## src/rtl/multi_edge_detector.sv

```systemverilog
// Multi-channel edge detector with optional input synchroniser, per-channel mode,
// one-cycle pulse, sticky flag and saturating edge counter per channel.
module multi_edge_detector #(
    parameter int WIDTH       = 8,
    parameter int SYNC_STAGES = 2,
    parameter int CNT_W       = 8
) (
    input  logic                   clk,
    input  logic                   rst,
    input  logic [WIDTH-1:0]       d_in,
    input  logic [2*WIDTH-1:0]     mode,
    input  logic [WIDTH-1:0]       clr,
    output logic [WIDTH-1:0]       edge_pulse,
    output logic [WIDTH-1:0]       edge_sticky,
    output logic [WIDTH*CNT_W-1:0] edge_cnt,
    output logic                   any_event
);

    localparam int ARM_MAX = SYNC_STAGES + 1;
    localparam int ARM_W   = $clog2(SYNC_STAGES + 2);

    logic [WIDTH-1:0] w_samp;
    logic [WIDTH-1:0] r_prev;
    logic [ARM_W-1:0] r_arm;
    logic             w_armed;
    logic [WIDTH-1:0] w_rise;
    logic [WIDTH-1:0] w_fall;
    logic [WIDTH-1:0] w_qual;
    logic [WIDTH-1:0] w_sticky_nxt;
    logic [WIDTH-1:0] r_pulse;
    logic [WIDTH-1:0] r_sticky;
    logic             r_any;
    logic [CNT_W-1:0] r_cnt     [WIDTH];
    logic [CNT_W-1:0] w_cnt_nxt [WIDTH];

    generate
        if (SYNC_STAGES == 0) begin : g_nosync
            assign w_samp = d_in;
        end else begin : g_sync
            logic [WIDTH-1:0] r_sync [SYNC_STAGES];
            always_ff @(posedge clk) begin
                if (rst) begin
                    for (int k = 0; k < SYNC_STAGES; k++) begin
                        r_sync[k] <= '0;
                    end
                end else begin
                    r_sync[0] <= d_in;
                    for (int k = 1; k < SYNC_STAGES; k++) begin
                        r_sync[k] <= r_sync[k-1];
                    end
                end
            end
            assign w_samp = r_sync[SYNC_STAGES-1];
        end
    endgenerate

    // Shared warm-up counter: stops once the pipeline and prev hold real samples.
    assign w_armed = (r_arm == ARM_W'(ARM_MAX));

    always_ff @(posedge clk) begin
        if (rst) begin
            r_arm  <= '0;
            r_prev <= '0;
        end else begin
            r_prev <= w_samp;
            if (!w_armed) begin
                r_arm <= r_arm + ARM_W'(1);
            end
        end
    end

    assign w_rise = w_samp & ~r_prev;
    assign w_fall = ~w_samp & r_prev;

    always_comb begin
        w_qual       = '0;
        w_sticky_nxt = '0;
        for (int i = 0; i < WIDTH; i++) begin
            case (mode[2*i +: 2])
                2'b01:   w_qual[i] = w_rise[i];
                2'b10:   w_qual[i] = w_fall[i];
                2'b11:   w_qual[i] = w_rise[i] | w_fall[i];
                default: w_qual[i] = 1'b0;
            endcase
            w_qual[i]       = w_qual[i] & w_armed;
            w_sticky_nxt[i] = (r_sticky[i] & ~clr[i]) | w_qual[i];
        end
    end

    // An edge coinciding with clr wins: count restarts at 1.
    always_comb begin
        for (int i = 0; i < WIDTH; i++) begin
            w_cnt_nxt[i] = r_cnt[i];
            if (w_qual[i]) begin
                if (clr[i]) begin
                    w_cnt_nxt[i] = CNT_W'(1);
                end else if (r_cnt[i] != {CNT_W{1'b1}}) begin
                    w_cnt_nxt[i] = r_cnt[i] + CNT_W'(1);
                end
            end else if (clr[i]) begin
                w_cnt_nxt[i] = '0;
            end
        end
    end

    always_ff @(posedge clk) begin
        if (rst) begin
            r_pulse  <= '0;
            r_sticky <= '0;
            r_any    <= 1'b0;
            for (int i = 0; i < WIDTH; i++) begin
                r_cnt[i] <= '0;
            end
        end else begin
            r_pulse  <= w_qual;
            r_sticky <= w_sticky_nxt;
            r_any    <= |w_sticky_nxt;
            for (int i = 0; i < WIDTH; i++) begin
                r_cnt[i] <= w_cnt_nxt[i];
            end
        end
    end

    assign edge_pulse  = r_pulse;
    assign edge_sticky = r_sticky;
    assign any_event   = r_any;

    generate
        for (genvar g = 0; g < WIDTH; g++) begin : g_cnt
            assign edge_cnt[CNT_W*g +: CNT_W] = r_cnt[g];
        end
    endgenerate

endmodule
```

## config.mk

```make
export PLATFORM = sky130hd
export DESIGN_NAME = multi_edge_detector
export DESIGN_NICKNAME = d
export VERILOG_FILES = /design/src/rtl/multi_edge_detector.sv
export SDC_FILE = /design/constraint.sdc
export NUM_CORES = 1
export LEC_CHECK = 0
export ABC_AREA = 1
export BUFFER_PORTS_ARGS = -buffer_cell sky130_fd_sc_hd__buf_4
export CAP_MARGIN = 40
export CORE_AREA = 2 2 104 106
export CTS_BUF_LIST = sky130_fd_sc_hd__clkbuf_4
export CTS_CLUSTER_DIAMETER = 150
export CTS_CLUSTER_SIZE = 16
export DETAILED_ROUTE_END_ITERATION = 10
export DIE_AREA = 0 0 106 108
export PLACE_DENSITY_LB_ADDON = 0.2
export SYNTH_ARGS = -nofsm -noshare
export SYNTH_HDL_FRONTEND = slang
export SYNTH_SLANG_ARGS = --single-unit
export TNS_END_PERCENT = 5
```

## constraint.sdc

```tcl
create_clock -name clk -period 2.64 [get_ports clk]
set_clock_uncertainty 0.2 [all_clocks]
set_input_delay 0.528 -clock clk [delete_from_list [all_inputs] [get_ports clk]]
set_output_delay 0.528 -clock clk [all_outputs]
set_load 0.05 [all_outputs]
```

==> key figures <==
Global routing
  • Largest net degree at the start of global routing: 40
  • Initial antenna violation count: 0
  • Vias in the first global route: between 4000 and 5000
  • Total Routing Usage GR: 22.31%
  • Global-route wire length before repair: 21180 um
  • Gr ovfl total: 0

Route
  • Vias per inst: roughly 5.1
  • WL per Instance: 11.83 um
  • Starting DRT DRC Count: approximately 270
  • DR DRC count: 0
  • Routed wire length: between 10000 and 15000 um
  • Via Count: approximately 5300
  • Initial DRT Pass Iterations: 4
  • Detail Route Antenna Nets: 0

Synthesis
  • Xor/xnor share of the synthesized area: less than 1%
  • Synth Area in Adders: 5.634%
  • Post-synth EDFFs: 0
  • Post-Syn Area: approximately 5600 um2
  • Syn_area_per_cell: ~7 um2
  • Syn nets: 855
  • Seq cells post-synth: 107
  • Post-synthesis simple-gate area fraction: 33.87%
  • Synth warn: 0
  • Synth unique cells: 35
  • Most common flop cell mapped by yosys: dfxtp_1
  • Post-Syn Instances: between 700 and 800
  • Largest family of logic cells by synthesized area: simple AND/OR/NAND/NOR gates
  • Ys async rst share: 0%
  • Multiplexer share of the synthesized area: 0%
  • Sequential element share of the synthesized area: slightly below 40%
  • Compound-gate portion of the synthesized area: 10.66%

Finish
  • Layout Cells excl Fill: 1054
  • Nets: between 900 and 1000
  • Ant diodes: 0
  • Most frequent cells in the layout: nand2_1, inv_1, buf_4, dfxtp_1, nor2_1
  • Fin area: roughly 6700 um2
  • Share of layout cells above drive strength 1: 21.13%
  • Multi-input gate area: about 2800 um2
  • Synth-to-Final Area Change: 19.81%
  • Most common cell after layout, fill and taps aside: nand2_1
  • Filler Cells Inserted: about 910
  • Util after Layout: around two thirds
  • FF+latch area: ~2100 um2

Floorplanning
  • Die area: 11450 um2
  • Num rows: 37
  • Io pins: 115
  • Core box area: between 10000 and 15000 um2
  • Die W: around 110 um
  • Initial Utilization: a little over half
  • Die span in y: around 110 um

Timing
  • Slew headroom: approximately 66%
  • Fin. Hold Viols: 0
  • Final Slew Violations: 0
  • Worst Max-Slew Pin Slew: 0.5088 ns
  • RSZ-0062 raised after global routing: no
  • Min Clock Period, post-route: 1.907 ns
  • Setup violators final: 0
  • Setup WS post-layout: 0.7332 ns
  • Max Clk Rate: approximately 520 MHz
  • Setup TNS: 0 ns
  • Final period util: 72.23%
  • Hold WS: 0.07514 ns

Clocking
  • Num CTS Buffers: 9
  • Worst skew pair latency: 0.45 ns
  • H-tree levels: 3
  • CTS Sinks: around 110
  • Clock Path Buffers: 2
  • Clk slew on worst S/H paths: 0.16 ns
  • Cts hold-fix bufs: 0
  • CTS tree: done
  • Gates resized, CTS repair: 0
  • Root buffer cell: clkbuf_4
  • Post-CTS setup repair buffer count: 0

Pwr
  • Leak: 3.150 nW
  • VDD IR max: 222.2 uV
  • Design Power: 2.710 mW
  • Sequential Power Share: between 60% and 70%
  • Clock network power share: about 27%
  • Internal power: just under 2 mW
  • Combinational power share: between 10% and 20%
  • Power Density: 407.5 nW/um2
  • Sw Pwr: roughly 0.76 mW
  • Switch share: 28.18%

Setup path
  • Critical Path Fanout Max: 7
  • Crit-path leading delay family: flip-flops
  • Slowest stage delay, CP: 0.49 ns
  • CP Class: flip-flop to primary output
  • Arrival time at the worst endpoint: 1.18 ns
  • Worst-path cell chain: buf_4
  • Worst path buffer plus inverter count: 1
  • WP data required: 1.91 ns
  • Critical Path Start Type: flip-flop
  • Slowest cell on the critical path: dfxtp_1
  • Critical Path End Type: primary output

Place
  • Gp weighted congestion: 0.8825
  • Placement Cell Area: ~6500 um2
  • Placed Instances: approximately 1000
  • DP Worst Slack: between 0.8 and 0.9 ns
  • HPWL after DPL: 9681 um
  • Port Buf Inserts: around 110

Outcome
  • Status: complete, no violations

Worst hold path
  • Worst min path class: primary input to flip-flop

Job
  • Max Cap Viol: 0
[worst min-delay path, delay by kind of cell]
kind	cells	cell delay (ns)
simple gates	1	0.06
buf+inv	2	0.10
[state kept, by name, indices dropped and copies added, names as in the netlist]
signal         count
r_arm              2
any_event          1
r_cnt             64
edge_sticky        8
g_sync.r_sync     16
edge_pulse         8
r_prev             8
[per-layer routing]
metal,vias up,global-route usage [%],share of wire [%]
met5,-,0,0
met2,144,39.35,49
met3,15,5.304,6.3
met1,2422,27.47,44
met4,0,5.827,1.2
li1,2743,-,-
[logic make-up after synthesis]
kind of cell | Yosys count
buffers and inverters | 161
DFF | 107
AOI/OAI and AO/OA | 104
xor gates and xnor gates | 1
and+or+nand+nor | 398
adders and majority gates | 25
[cells in the mapped netlist (2+ instances only)]
cell	n	area [um2]
o21bai_1	2	15.01
clkbuf_1	2	7.510
nand3b_1	3	22.52
nor2_1	91	341.6
nand3_1	56	280.3
buf_1	4	15.01
nand2_4	5	56.30
nor3_1	4	20.02
ha_1	25	312.8
a21o_1	2	15.01
nand2_1	175	656.9
nand2_2	22	137.6
nor2_2	3	18.77
inv_2	8	30.03
a21boi_1	2	15.01
nand4_1	23	143.9
dfxtp_1	107	2142
nor2_4	8	90.09
a21oi_2	8	70.07
nand4_4	2	42.54
o21ai_0	29	145.1
a21oi_1	56	280.3
nand3_4	2	35.03
inv_1	143	536.8
a21oi_4	2	32.53
buf_2	2	10.01
or2_2	2	12.51
[final cells by class]
type,instances,area share (%)
clock buffer,9,1.016
clock inverter,7,0.6396
inverter,152,8.597
multi-input combinational,528,42.01
sequential,107,32.20
tap,136,2.558
timing repair buffer,115,12.98
[power by group through the flow]
stage	sequential [mW]	clock, mW	combinational (mW)
6_report	1.67	0.727	0.317
5_1_grt	1.67	0.827	0.354
4_1_cts	1.67	0.756	0.319
3_5_place_dp	1.70	0	0.319
3_3_place_gp	1.70	0	0.310
2_1_floorplan	1.74	0	0.172
[path summary, 6_finish.rpt]
path	start	end	slack, ns	depth (start not counted)
worst max-delay path	r_cnt[1][20]$_SDFFE_PP0P_	edge_cnt[52]	0.73	1
worst min-delay path	d_in[0]	g_sync.r_sync[0][0]$_SDFF_PP0_	0.08	3
worst max register to register	r_arm[0]$_SDFFE_PP0N_	r_cnt[0][23]$_SDFFE_PP0P_	0.79	10
worst min register to register	g_sync.r_sync[0][6]$_SDFF_PP0_	g_sync.r_sync[0][14]$_SDFF_PP0_	0.21	2
Note: power is estimated with default switching activity, not from simulation.
